==> src/rtl/cpu_pkg.sv <==
// Shared pipeline definitions: forwarding-mux codes, register address width,
// and the destination record tracked by the hazard controller's shadow pipeline.
package cpu_pkg;

    localparam int REG_ADDR_W = 5;

    localparam logic [1:0] FWD_RF    = 2'b00;
    localparam logic [1:0] FWD_EXMEM = 2'b01;
    localparam logic [1:0] FWD_MEMWB = 2'b10;

    typedef struct packed {
        logic                  valid;
        logic [REG_ADDR_W-1:0] rd;
        logic                  reg_write;
        logic                  mem_read;
    } dest_rec_t;

    // A record produces register r only if it really writes and r is not the hardwired zero.
    function automatic logic rec_writes(input dest_rec_t rec,
                                        input logic [REG_ADDR_W-1:0] r,
                                        input logic [REG_ADDR_W-1:0] zero_reg);
        return rec.valid & rec.reg_write & (rec.rd == r) & (r != zero_reg);
    endfunction

endpackage

==> src/rtl/fwd_hazard_ctrl_if.sv <==
// ID-stage request and forwarding/hazard response bundle for fwd_hazard_ctrl.
// Statistics counters appear only when FWD_HAZARD_STATS_EN is defined.
interface fwd_hazard_ctrl_if;
    import cpu_pkg::*;

    logic                  id_valid;
    logic [REG_ADDR_W-1:0] id_rs1;
    logic [REG_ADDR_W-1:0] id_rs2;
    logic                  id_use_rs1;
    logic                  id_use_rs2;
    logic [REG_ADDR_W-1:0] id_rd;
    logic                  id_reg_write;
    logic                  id_mem_read;
    logic                  flush;
    logic [1:0]            fwd_sel_a;
    logic [1:0]            fwd_sel_b;
    logic                  stall;
    logic                  bubble_ex;
`ifdef FWD_HAZARD_STATS_EN
    logic [31:0]           stat_stalls;
    logic [31:0]           stat_fwds;
`endif

    modport master (
        output id_valid, id_rs1, id_rs2, id_use_rs1, id_use_rs2,
               id_rd, id_reg_write, id_mem_read, flush,
`ifdef FWD_HAZARD_STATS_EN
        input  stat_stalls, stat_fwds,
`endif
        input  fwd_sel_a, fwd_sel_b, stall, bubble_ex
    );

    modport slave (
        input  id_valid, id_rs1, id_rs2, id_use_rs1, id_use_rs2,
               id_rd, id_reg_write, id_mem_read, flush,
`ifdef FWD_HAZARD_STATS_EN
        output stat_stalls, stat_fwds,
`endif
        output fwd_sel_a, fwd_sel_b, stall, bubble_ex
    );

endinterface

==> src/rtl/fwd_select.sv <==
// Picks the operand-mux code for one source register from the EX and MEM
// shadow records; the younger EX producer takes priority.
module fwd_select
    import cpu_pkg::*;
#(
    parameter logic [REG_ADDR_W-1:0] ZERO_REG = '0
) (
    input  logic [REG_ADDR_W-1:0] rs,
    input  logic                  use_rs,
    input  dest_rec_t             ex_rec,
    input  dest_rec_t             mem_rec,
    output logic [1:0]            sel
);

    // Load flags are irrelevant to source selection; only the stall logic needs them.
    logic unused_load_flags;
    assign unused_load_flags = ex_rec.mem_read ^ mem_rec.mem_read;

    always_comb begin
        sel = FWD_RF;
        if (use_rs && rec_writes(ex_rec, rs, ZERO_REG)) begin
            sel = FWD_EXMEM;
        end else if (use_rs && rec_writes(mem_rec, rs, ZERO_REG)) begin
            sel = FWD_MEMWB;
        end
    end

endmodule

==> src/rtl/fwd_hazard_ctrl.sv <==
// Forwarding and load-use hazard controller for the 5-stage pipeline.
// Define FWD_HAZARD_STATS_EN to add stall/forward event counters.
module fwd_hazard_ctrl #(
    parameter int                    REG_ADDR_W = cpu_pkg::REG_ADDR_W,
    parameter logic [REG_ADDR_W-1:0] ZERO_REG   = '0
) (
    input  logic              clk,
    input  logic              rst,
    fwd_hazard_ctrl_if.slave  bus
);
    import cpu_pkg::*;

    dest_rec_t  ex_r;
    dest_rec_t  mem_r;
    dest_rec_t  wb_r;
    dest_rec_t  id_rec;
    logic       load_use;
    logic       stall;
    logic       bubble_ex;
    logic [1:0] sel_a_next;
    logic [1:0] sel_b_next;
    logic [1:0] fwd_sel_a;
    logic [1:0] fwd_sel_b;

    assign id_rec = '{valid:     bus.id_valid,
                      rd:        bus.id_rd,
                      reg_write: bus.id_reg_write,
                      mem_read:  bus.id_mem_read};

    // A load in EX cannot forward until it reaches MEM, so a dependent ID instruction waits one cycle.
    assign load_use = bus.id_valid & ex_r.mem_read &
                      ((bus.id_use_rs1 & rec_writes(ex_r, bus.id_rs1, ZERO_REG)) |
                       (bus.id_use_rs2 & rec_writes(ex_r, bus.id_rs2, ZERO_REG)));

    assign stall     = load_use & ~bus.flush;
    assign bubble_ex = stall | bus.flush;

    fwd_select #(.ZERO_REG(ZERO_REG)) u_sel_a (
        .rs      (bus.id_rs1),
        .use_rs  (bus.id_use_rs1),
        .ex_rec  (ex_r),
        .mem_rec (mem_r),
        .sel     (sel_a_next)
    );

    fwd_select #(.ZERO_REG(ZERO_REG)) u_sel_b (
        .rs      (bus.id_rs2),
        .use_rs  (bus.id_use_rs2),
        .ex_rec  (ex_r),
        .mem_rec (mem_r),
        .sel     (sel_b_next)
    );

    always_ff @(posedge clk) begin
        if (rst) begin
            ex_r      <= '0;
            mem_r     <= '0;
            wb_r      <= '0;
            fwd_sel_a <= FWD_RF;
            fwd_sel_b <= FWD_RF;
        end else begin
            wb_r  <= mem_r;
            mem_r <= ex_r;
            if (bubble_ex) begin
                ex_r      <= '0;
                fwd_sel_a <= FWD_RF;
                fwd_sel_b <= FWD_RF;
            end else begin
                ex_r      <= id_rec;
                fwd_sel_a <= sel_a_next;
                fwd_sel_b <= sel_b_next;
            end
        end
    end

    // WB results reach consumers through the register file, so wb_r is tracked but not compared.
    logic unused_wb;
    assign unused_wb = ^wb_r;

    assign bus.fwd_sel_a = fwd_sel_a;
    assign bus.fwd_sel_b = fwd_sel_b;
    assign bus.stall     = stall;
    assign bus.bubble_ex = bubble_ex;

`ifdef FWD_HAZARD_STATS_EN
    logic [31:0] stat_stalls;
    logic [31:0] stat_fwds;
    logic [1:0]  fwd_inc;

    assign fwd_inc = bubble_ex ? 2'd0
                   : ({1'b0, (sel_a_next != FWD_RF)} + {1'b0, (sel_b_next != FWD_RF)});

    always_ff @(posedge clk) begin
        if (rst) begin
            stat_stalls <= '0;
            stat_fwds   <= '0;
        end else begin
            if (stall) begin
                stat_stalls <= stat_stalls + 32'd1;
            end
            stat_fwds <= stat_fwds + {30'd0, fwd_inc};
        end
    end

    assign bus.stat_stalls = stat_stalls;
    assign bus.stat_fwds   = stat_fwds;
`endif

endmodule

==> src/flat_wrapper.sv <==
// flat-port wrapper written by rule: the top's interface ports become plain ports
module fwd_hazard_ctrl_flat import cpu_pkg::*;
#(
    parameter int                    REG_ADDR_W = cpu_pkg::REG_ADDR_W,
    parameter logic [REG_ADDR_W-1:0] ZERO_REG   = '0
)
  (clk, rst, bus_id_valid, bus_id_rs1, bus_id_rs2, bus_id_use_rs1, bus_id_use_rs2, bus_id_rd, bus_id_reg_write, bus_id_mem_read, bus_flush, bus_fwd_sel_a, bus_fwd_sel_b, bus_stall, bus_bubble_ex);
  fwd_hazard_ctrl_if bus_i ();
  input  logic clk;
  input  logic rst;
  input wire logic [$bits(bus_i.id_valid)-1:0] bus_id_valid;
  input wire logic [$bits(bus_i.id_rs1)-1:0] bus_id_rs1;
  input wire logic [$bits(bus_i.id_rs2)-1:0] bus_id_rs2;
  input wire logic [$bits(bus_i.id_use_rs1)-1:0] bus_id_use_rs1;
  input wire logic [$bits(bus_i.id_use_rs2)-1:0] bus_id_use_rs2;
  input wire logic [$bits(bus_i.id_rd)-1:0] bus_id_rd;
  input wire logic [$bits(bus_i.id_reg_write)-1:0] bus_id_reg_write;
  input wire logic [$bits(bus_i.id_mem_read)-1:0] bus_id_mem_read;
  input wire logic [$bits(bus_i.flush)-1:0] bus_flush;
  output wire logic [$bits(bus_i.fwd_sel_a)-1:0] bus_fwd_sel_a;
  output wire logic [$bits(bus_i.fwd_sel_b)-1:0] bus_fwd_sel_b;
  output wire logic [$bits(bus_i.stall)-1:0] bus_stall;
  output wire logic [$bits(bus_i.bubble_ex)-1:0] bus_bubble_ex;
  assign bus_i.id_valid = bus_id_valid;
  assign bus_i.id_rs1 = bus_id_rs1;
  assign bus_i.id_rs2 = bus_id_rs2;
  assign bus_i.id_use_rs1 = bus_id_use_rs1;
  assign bus_i.id_use_rs2 = bus_id_use_rs2;
  assign bus_i.id_rd = bus_id_rd;
  assign bus_i.id_reg_write = bus_id_reg_write;
  assign bus_i.id_mem_read = bus_id_mem_read;
  assign bus_i.flush = bus_flush;
  assign bus_fwd_sel_a = bus_i.fwd_sel_a;
  assign bus_fwd_sel_b = bus_i.fwd_sel_b;
  assign bus_stall = bus_i.stall;
  assign bus_bubble_ex = bus_i.bubble_ex;
  fwd_hazard_ctrl #(.REG_ADDR_W(REG_ADDR_W), .ZERO_REG(ZERO_REG)) u_core (.clk(clk), .rst(rst), .bus(bus_i));
endmodule
==> config.mk <==
export PLATFORM = sky130hd
export DESIGN_NAME = fwd_hazard_ctrl_flat
export DESIGN_NICKNAME = d
export VERILOG_FILES = /design/src/rtl/cpu_pkg.sv /design/src/rtl/fwd_hazard_ctrl_if.sv /design/src/rtl/fwd_select.sv /design/src/rtl/fwd_hazard_ctrl.sv /design/src/flat_wrapper.sv
export SDC_FILE = /design/constraint.sdc
export NUM_CORES = 1
export LEC_CHECK = 0
export ABC_CLOCK_PERIOD_IN_PS = 1500
export BUFFER_PORTS_ARGS = -buffer_cell sky130_fd_sc_hd__buf_4
export CAP_MARGIN = 10
export CORE_MARGIN = 2
export CORE_UTILIZATION = 44
export DETAILED_ROUTE_END_ITERATION = 8
export GPL_TIMING_DRIVEN = 0
export PLACE_DENSITY = 0.73
export REMOVE_ABC_BUFFERS = 1
export SLEW_MARGIN = 15
export SYNTH_ARGS = -nofsm -noshare
export SYNTH_HDL_FRONTEND = slang
export SYNTH_SLANG_ARGS = --single-unit
==> constraint.sdc <==
create_clock -name clk -period 1.5 [get_ports clk]
set_input_delay 0.15 -clock clk [delete_from_list [all_inputs] [get_ports clk]]
set_output_delay 0.15 -clock clk [all_outputs]
set_load 0.1 [all_outputs]
==> results.tsv, run 1 <==
metric	value	unit
first_global_vias	776	
grt_setup_unrepaired	yes	
leakage	0.584	nW
post-synth-top-area-fraction	39.9	%
share_comb_of_total_power	20.3	%
crit_path_top_delay_cell	dfxtp_4	
post-route-min-period	1800	ps
hold_path_startpoint	bus_id_rd[2]	
met3_usage	5.65	%
setup_violation_total_in_the_final_timing_report	3	
initialDrtViolationCount	10	
die_y	50.6	microns
synthMostInstantiatedCell	dfxtp_1	
synth_largest_area_cell	dfxtp_1	
rr_worst_depth	6	
fin_crit_sh	120	%
n_fill_cell	160	
htree_num_levels	1	
failed_checks	negative setup slack	
timing_max_transition_violations_final	0	
numCtsBuffers	3	
synthTopCellsByArea	dfxtp_1, xnor2_1, xor2_1, nand2_1, nor2b_1	
ys_top_cells_by_count	dfxtp_1, xnor2_1, nand2_1	
ant_nets	0	
run_status	complete, but fails checks	
final.setup.worst_slack	-303	ps
number_of_synthesized_flops_with_an_enable_pin	0	
maxCapViolCount	0	
final_hold_vio_count	0	
start_util	47.6	%
avgSynthCellArea	9.73	sq um
crit_path_end_kind	output pin	
hold_path_class	in2reg	
synth_seq_cells	19	
mean_routed_wirelength_per_cell	14.1	microns
grt_max_degree	13	
wire_length_of_the_first_global_routing_pass	3490	microns
setup_total_negative_slack	-602	ps
synthToLayoutAreaGrowth	46.6	%
worst_setup_hold_path_clk_slew	100	ps
die_width	50.6	microns
required	1350	ps
dr.pass1.iters	4	
drc	0	
fin_skew	4.85	ps
die_area	2560	sq um
area_of_the_mapped_netlist	953	sq um
cp_data_arrival_time	1650	ps
worst_pin_slew	642	ps
buffer_ports.inserted	28	
max-slew-margin-rel	57.0	%
postPlaceCellArea	1190	sq um
avgViaCountPerCell	5.13	
clk_latency	300	ps
met1_usage_in_global_routing	21.1	%
critical_path.reg2reg.endpoint	u_core.bus.fwd_sel_b[1]	
cts_tree	done	
regToRegSetupSlack	80	ps
cp-start-kind	register	
share_seq_of_total_power	53.8	%
coreArea	2000	sq um
wl	2250	microns
place.gp.congestion	0.795	
power_per_cell_area	706	nW/um^2
boundaryPins	29	
worst_hold_path.num_cells	3	
cts_buffer_depth	2	
place.detailed.hpwl	1660	microns
final_area	1400	sq um
design_power_total	0.986	mW
synth_sequential_area_ratio	39.9	%
async_flop_share	0	%
dpl_worst_slack	-388	ps
sw_frac_of_total	27.2	%
synth_cell_type_count	27	
grt_overflow	0	
internal_cell_power	0.718	mW
grt_antenna_before_repair	0	
synth_cells	98	
grt_use_met2	34.9	%
routed-via-count	816	
n_diodes	0	
cts_num_sinks	19	
root_buffer	clkbuf_4	
synth-warning-count	0	
clock_power_share	25.9	%
timing.critical_path.cells	and3_4 > nand4_1 > o32ai_4 > a21o_1 > buf_12	
drive_gt1_share	48.5	%
crit-reg2reg-launch	u_core.ex_r[4]	
synthFlopType	dfxtp_1	
grt_use_total	18.9	%
min_delay_worst_endpoint	u_core.ex_r[4]	
grt.busiest_layer	met2	
max_ir_drop_vdd	583	uV
fmax	555	MHz
timing.setup.critical_path_class	reg2out	
crit_path_max_fanout	5	
power_switching	0.268	mW
number_of_placement_rows	16	
cpPeakStageDelay	380	ps
finalNetCount	156	
power by group through the flow:
stage	registers, mW	logic (mW)	clock network, mW
floorplan	0.539	0.0870	0
global placement	0.543	0.161	0
detailed placement	0.543	0.164	0
CTS	0.533	0.181	0.265
global route	0.534	0.214	0.287
finish	0.531	0.200	0.255
cells by family after synthesis:
kind of cell           after synthesis  share of synthesized area, %
XOR/XNOR                            20                          18.4
buffers and inverters                3                          1.18
AND/OR/NAND/NOR                     40                          24.4
flip-flops                          19                          39.9
AO/OA/AOI/OAI                       16                          16.1
state kept, by name (all words and copies together), names as in the netlist:
| register | cells |
|---|---|
| u_core.bus.fwd_sel_a | 2 |
| u_core.bus.fwd_sel_b | 2 |
| u_core.ex_r | 8 |
| u_core.mem_r | 7 |
cells in the final DEF, fill, tap and decap left out, types with 2 or more instances in the layout:
cell / n
buf_4: 30
dfxtp_1: 12
nand2_1: 11
a21oi_1: 8
xnor2_1: 7
nor2b_1: 7
xnor2_2: 6
xor2_1: 6
dfxtp_4: 4
nor2_1: 3
nand4_1: 3
and3_1: 3
nand3_1: 3
clkbuf_4: 3
dfxtp_2: 3
or4_4: 2
buf_12: 2
per-stage QoR:
| step | hold slack [ps] | util, % | instances |
|---|---|---|---|
| floorplan | 222 | - | 96 |
| global placement | 380 | 59.4 | 151 |
| detailed placement | 385 | 59.4 | 151 |
| CTS | 43.8 | 66.1 | 158 |
| global route | 52.1 | 69.8 | 159 |
| finish | 54.2 | 69.8 | 159 |
repair_timing:
item	CTS	global route
gates resized for setup	17	14
hold buffers	0	0
gates cloned	0	0
setup buffers	3	1
pin swaps	8	7
setup endpoints to repair	12	4
layout make-up:
class	count	area, sq um	share of cell area [%]
clock buffer	3	22.5	1.61
clock inverter	1	7.51	0.537
inverter	1	3.75	0.269
multi-input combinational	76	666	47.6
sequential	19	399	28.6
tap	27	33.8	2.42
timing repair buffer	32	265	19.0
worst max-delay path by stage:
stage	slack (ps)	startpoint	to	cells past startpoint
after detailed placement	-390	u_core.ex_r[4]	bus_bubble_ex	5
final	-300	u_core.ex_r[7]	bus_bubble_ex	5
after CTS	-330	u_core.ex_r[4]	bus_stall	5
after floorplan	-470	u_core.ex_r[2]	bus_stall	4
after global placement	-400	u_core.ex_r[2]	bus_bubble_ex	5
after global routing	-400	u_core.ex_r[5]	bus_stall	5
worst max-delay path: cells and delay by family, from the launching register on:
family / cells / cell delay (ps)
flops: 1 / 380
compound gates: 2 / 460
simple gates: 2 / 320
buf+inv: 1 / 180
routing by layer:
| layer | part of all wire (%) | wire length [microns] | vias up |
|---|---|---|---|
| li1 | - | - | 413 |
| met1 | 41 | 920 | 380 |
| met2 | 54 | 1220 | 20 |
| met3 | 3.7 | 83 | 3 |
| met4 | 0.85 | 19 | 0 |
| met5 | 0 | 0 | - |
Note: power is estimated with default switching activity, not from simulation.
==> inputs of run 2 (changes only) <==
--- a/config.mk
+++ b/config.mk
@@ -12,6 +12,7 @@
 export CORE_UTILIZATION = 44
 export DETAILED_ROUTE_END_ITERATION = 8
 export GPL_TIMING_DRIVEN = 0
+export HOLD_SLACK_MARGIN = 0.1
 export PLACE_DENSITY = 0.73
 export REMOVE_ABC_BUFFERS = 1
 export SLEW_MARGIN = 15
==> run 2 against run 1 <==
Effect of this change:
- the run still ends with negative setup slack left
- first-iteration DRC count grew 10%
- non-clock buffer count grew 9
- clock power is essentially flat
- flip-flop and latch count is the same
- critical path depth is the same
- sequential share of layout area shrank 1.7 points
- register-to-register slack is essentially flat
- critical path type unchanged
==> results.tsv, run 2 (synthesis results as in run 1) <==
metric	value	unit
run_status	complete, but fails checks	
failed_checks	negative setup slack	
most-common-layout-cells	buf_4, dfxtp_1, nand2_1	
root_buffer	clkbuf_4	
htree_num_levels	1	
final_area	1490	sq um
grt_antenna_before_repair	0	
timing.setup.critical_path_class	reg2out	
max-slew-margin-rel	56.9	%
number_of_placement_rows	16	
drive_gt1_share	45.4	%
fin_util	74.3	%
hold_path_class	in2reg	
cts_num_sinks	19	
rr_worst_depth	6	
worst_hold_path.num_cells	3	
worst_setup_hold_path_clk_slew	100	ps
ant_nets	0	
largest-register	u_core.ex_r	
worst_pin_slew	644	ps
grt_use_total	20.0	%
finalNetCount	165	
timing_max_transition_violations_final	0	
grt_max_degree	13	
n_diodes	0	
boundaryPins	29	
power_per_cell_area	677	nW/um^2
final_hold_vio_count	0	
layout_commonest_cell	buf_4	
hold_ws	142	ps
cts_tree	done	
clk_latency	300	ps
fin_skew	4.77	ps
postPlaceCellArea	1190	sq um
largest_reg_flops	8	
fmax	554	MHz
dr.pass1.iters	4	
fin_crit_sh	120	%
avgViaCountPerCell	5.05	
maxCapViolCount	0	
grt_setup_unrepaired	yes	
leakage	0.622	nW
drc	0	
start_util	47.6	%
mean_routed_wirelength_per_cell	14.3	microns
crit_path_end_kind	output pin	
first_global_vias	809	
die_y	50.6	microns
cts_buffer_depth	2	
coreArea	2000	sq um
wl	2410	microns
dpl_worst_slack	-388	ps
wire_length_of_the_first_global_routing_pass	3660	microns
routed-via-count	848	
die_width	50.6	microns
numCtsBuffers	3	
setup_violation_total_in_the_final_timing_report	3	
die_area	2560	sq um
buffer_ports.inserted	28	
place.gp.congestion	0.795	
synthToLayoutAreaGrowth	56.0	%
grt_overflow	0	
cp-start-kind	register	
required	1350	ps
leading_registers_by_flop_count	u_core.ex_r: 8 flops, u_core.mem_r: 7 flops	
place.detailed.hpwl	1660	microns
post-route-min-period	1810	ps
initialDrtViolationCount	11	
final.setup.worst_slack	-305	ps
cp_data_arrival_time	1660	ps
max_ir_drop_vdd	594	uV
crit_path_max_fanout	5	
-- run 2: cell types whose count changed in the layout (fill, tap and decap cells not counted), sizes merged --
cell / delta
dlygate4sd3: +9
-- run 2: repair_timing --
item / CTS / global route
resized for setup: 17 / 14
pin swaps: 8 / 7
endpoints found under the hold margin: 15 / 0
endpoints found under the setup margin: 12 / 4
buffers inserted: 3 / 1
cloned: 0 / 0
hold buffers: 9 / 0
-- run 2: report_power, final --
part / leakage, nW / internal [mW] / switching (mW)
Combinational: 0.449 / 0.117 / 0.103
Sequential: 0.159 / 0.515 / 0.0165
Clock: 0.0139 / 0.102 / 0.155
-- run 2: per-layer routing --
metal  part of all wire, %  global-route usage, %  wire, microns
met3                   3.1                   5.65             74
met1                    40                   21.3            963
met2                    56                   38.6           1350
met5                     0                      0              0
met4                  0.79                   4.05             19
-- run 2: area by class of cell --
type	instances	area (sq um)
multi-input cells	76	666
fillers	147	514
flip-flops and latches	19	399
repair buffers	41	355
well taps	27	33.8
clock buffers	3	22.5
clock inverters	1	7.51
inverters	1	3.75
-- run 2: path summary, 6_finish.rpt --
path | from | end | slack, ps
hold reg to reg | u_core.ex_r[0] | u_core.ex_r[7] | 450
setup / recovery | u_core.ex_r[7] | bus_bubble_ex | -310
setup reg to reg | u_core.ex_r[4] | u_core.bus.fwd_sel_b[1] | 80
hold / removal | bus_id_use_rs1 | u_core.bus.fwd_sel_a[1] | 140
-- run 2: metrics by stage --
step | instances | total power [mW] | setup TNS (ps)
after floorplan | 96 | 0.626 | -903
after global placement | 151 | 0.703 | -1280
after detailed placement | 151 | 0.707 | -1310
after CTS | 167 | 0.998 | -634
after global routing | 168 | 1.06 | -794
final | 168 | 1.01 | -604
-- run 2: worst max-delay path: stages, from the launching register on --
cell and delay [ps]:
dfxtp_4 380, and3_4 170, nand4_1 150, o32ai_4 270
a21o_1 190, buf_12 180
==> inputs of run 3 (changes only) <==
--- a/config.mk
+++ b/config.mk
@@ -13,7 +13,7 @@
 export DETAILED_ROUTE_END_ITERATION = 8
 export GPL_TIMING_DRIVEN = 0
 export HOLD_SLACK_MARGIN = 0.1
-export PLACE_DENSITY = 0.73
+export PLACE_DENSITY = 0.8
 export REMOVE_ABC_BUFFERS = 1
 export SLEW_MARGIN = 15
 export SYNTH_ARGS = -nofsm -noshare
==> run 3 against run 2 <==
Effect of this change:
- the run still ends with negative setup slack left
- critical path depth stayed put
- largest power group unchanged
- flip-flop and latch count unchanged
- register-to-register slack lost 90 ps
- count of clock-buffer cells in the layout unchanged
- worst hold slack gained 20 ps
==> results.tsv, run 3 (synthesis results as in run 1) <==
metric	value	unit
max-slew-margin-rel	58.4	%
grt_overflow	0	
timing.setup.critical_path_class	reg2out	
die_width	50.6	microns
htree_num_levels	1	
fin_crit_sh	122	%
grt_use_total	20.7	%
crit_path_max_fanout	3	
start_util	47.6	%
routed-via-count	903	
timing.critical_path.cells	xnor2_2 > nand4_1 > o32ai_4 > a21o_1 > buf_12	
final_area	1510	sq um
root_buffer	clkbuf_4	
crit_path_top_delay_cell	dfxtp_4	
setup_violation_total_in_the_final_timing_report	6	
cts_num_sinks	19	
n_diodes	0	
coreArea	2000	sq um
ant_nets	0	
wl	2640	microns
most-common-layout-cells	buf_4, dfxtp_1, nand2_1	
finalNetCount	165	
worst_setup_hold_path_clk_slew	110	ps
max_ir_drop_vdd	700	uV
cp-start-kind	register	
clk_latency	290	ps
final.setup.worst_slack	-328	ps
layout_commonest_cell	buf_4	
worst_pin_slew	621	ps
setup_total_negative_slack	-645	ps
leading_registers_by_flop_count	u_core.ex_r: 8 flops, u_core.mem_r: 7 flops	
cts_buffer_depth	2	
largest-register	u_core.ex_r	
grt_setup_unrepaired	yes	
drive_gt1_share	47.5	%
avgViaCountPerCell	5.38	
leakage	0.643	nW
numCtsBuffers	3	
maxCapViolCount	0	
power_per_cell_area	668	nW/um^2
buffer_ports.inserted	28	
cp_data_arrival_time	1680	ps
cts_tree	done	
crit_path_end_kind	output pin	
hold_path_class	in2reg	
mean_routed_wirelength_per_cell	15.7	microns
fmax	547	MHz
die_y	50.6	microns
grt_max_degree	12	
number_of_placement_rows	16	
timing_max_transition_violations_final	0	
first_global_vias	879	
final_hold_vio_count	0	
failed_checks	negative setup slack	
place.gp.congestion	0.966	
post-route-min-period	1830	ps
cpPeakStageDelay	380	ps
hold_ws	162	ps
initialDrtViolationCount	20	
largest_reg_flops	8	
n_fill_cell	133	
die_area	2560	sq um
postPlaceCellArea	1190	sq um
dr.pass1.iters	5	
synthToLayoutAreaGrowth	58.4	%
required	1350	ps
wire_length_of_the_first_global_routing_pass	3990	microns
fin_skew	4.08	ps
grt_antenna_before_repair	0	
run_status	complete, but fails checks	
place.detailed.hpwl	1620	microns
drc	0	
boundaryPins	29	
[run 3: stage by stage]
stage	worst slack (ps)	instances	utilization, %	total power [mW]
CTS	-314	168	70.8	0.990
global placement	-342	151	59.4	0.701
detailed placement	-373	151	59.4	0.708
global route	-408	168	75.4	1.05
finish	-328	168	75.4	1.01
floorplan	-472	96	-	0.626
[run 3: path summary, 6_finish.rpt]
path,startpoint,slack (ps),to,cells past startpoint
min,bus_id_use_rs1,160,u_core.bus.fwd_sel_a[1],3
min reg2reg,u_core.ex_r[0],460,u_core.ex_r[7],1
max reg2reg,u_core.ex_r[5],-10,u_core.ex_r[2],6
max,u_core.ex_r[5],-330,bus_bubble_ex,5
[run 3: cell type report]
cell class,instances,area [sq um],area share [%]
sequential,19,402,26.6
tap,27,33.8,2.24
inverter,1,3.75,0.249
clock inverter,1,5.00,0.331
timing repair buffer,41,355,23.5
clock buffer,3,22.5,1.49
multi-input combinational,76,688,45.6
[run 3: critical path, delay by kind of cell (launching register included)]
family	cells	cell delay, ps
compound gates	2	470
flops	1	380
simple gates	1	190
buf+inv	1	180
xor+xnor	1	170
[run 3: timing repair]
item / in CTS / in global routing
gates resized for setup: 17 / 18
hold buffers: 9 / 0
endpoints found under the hold margin: 15 / 0
pin swaps: 8 / 4
endpoints found under the setup margin: 11 / 11
setup buffers: 4 / 0
[run 3: where the power goes]
part           total [mW]  switching [mW]  internal, mW
logic               0.228           0.107         0.121
registers           0.532          0.0189         0.514
clock network       0.249           0.150        0.0989
total                1.01           0.276         0.733
[run 3: layer usage]
layer / vias up / share of wire [%] / global-route usage (%)
met4: 0 / 2.0 / 9.46
met5: - / 0 / 0
li1: 432 / - / -
met2: 33 / 54 / 37.7
met1: 432 / 40 / 23.5
met3: 6 / 3.4 / 2.98
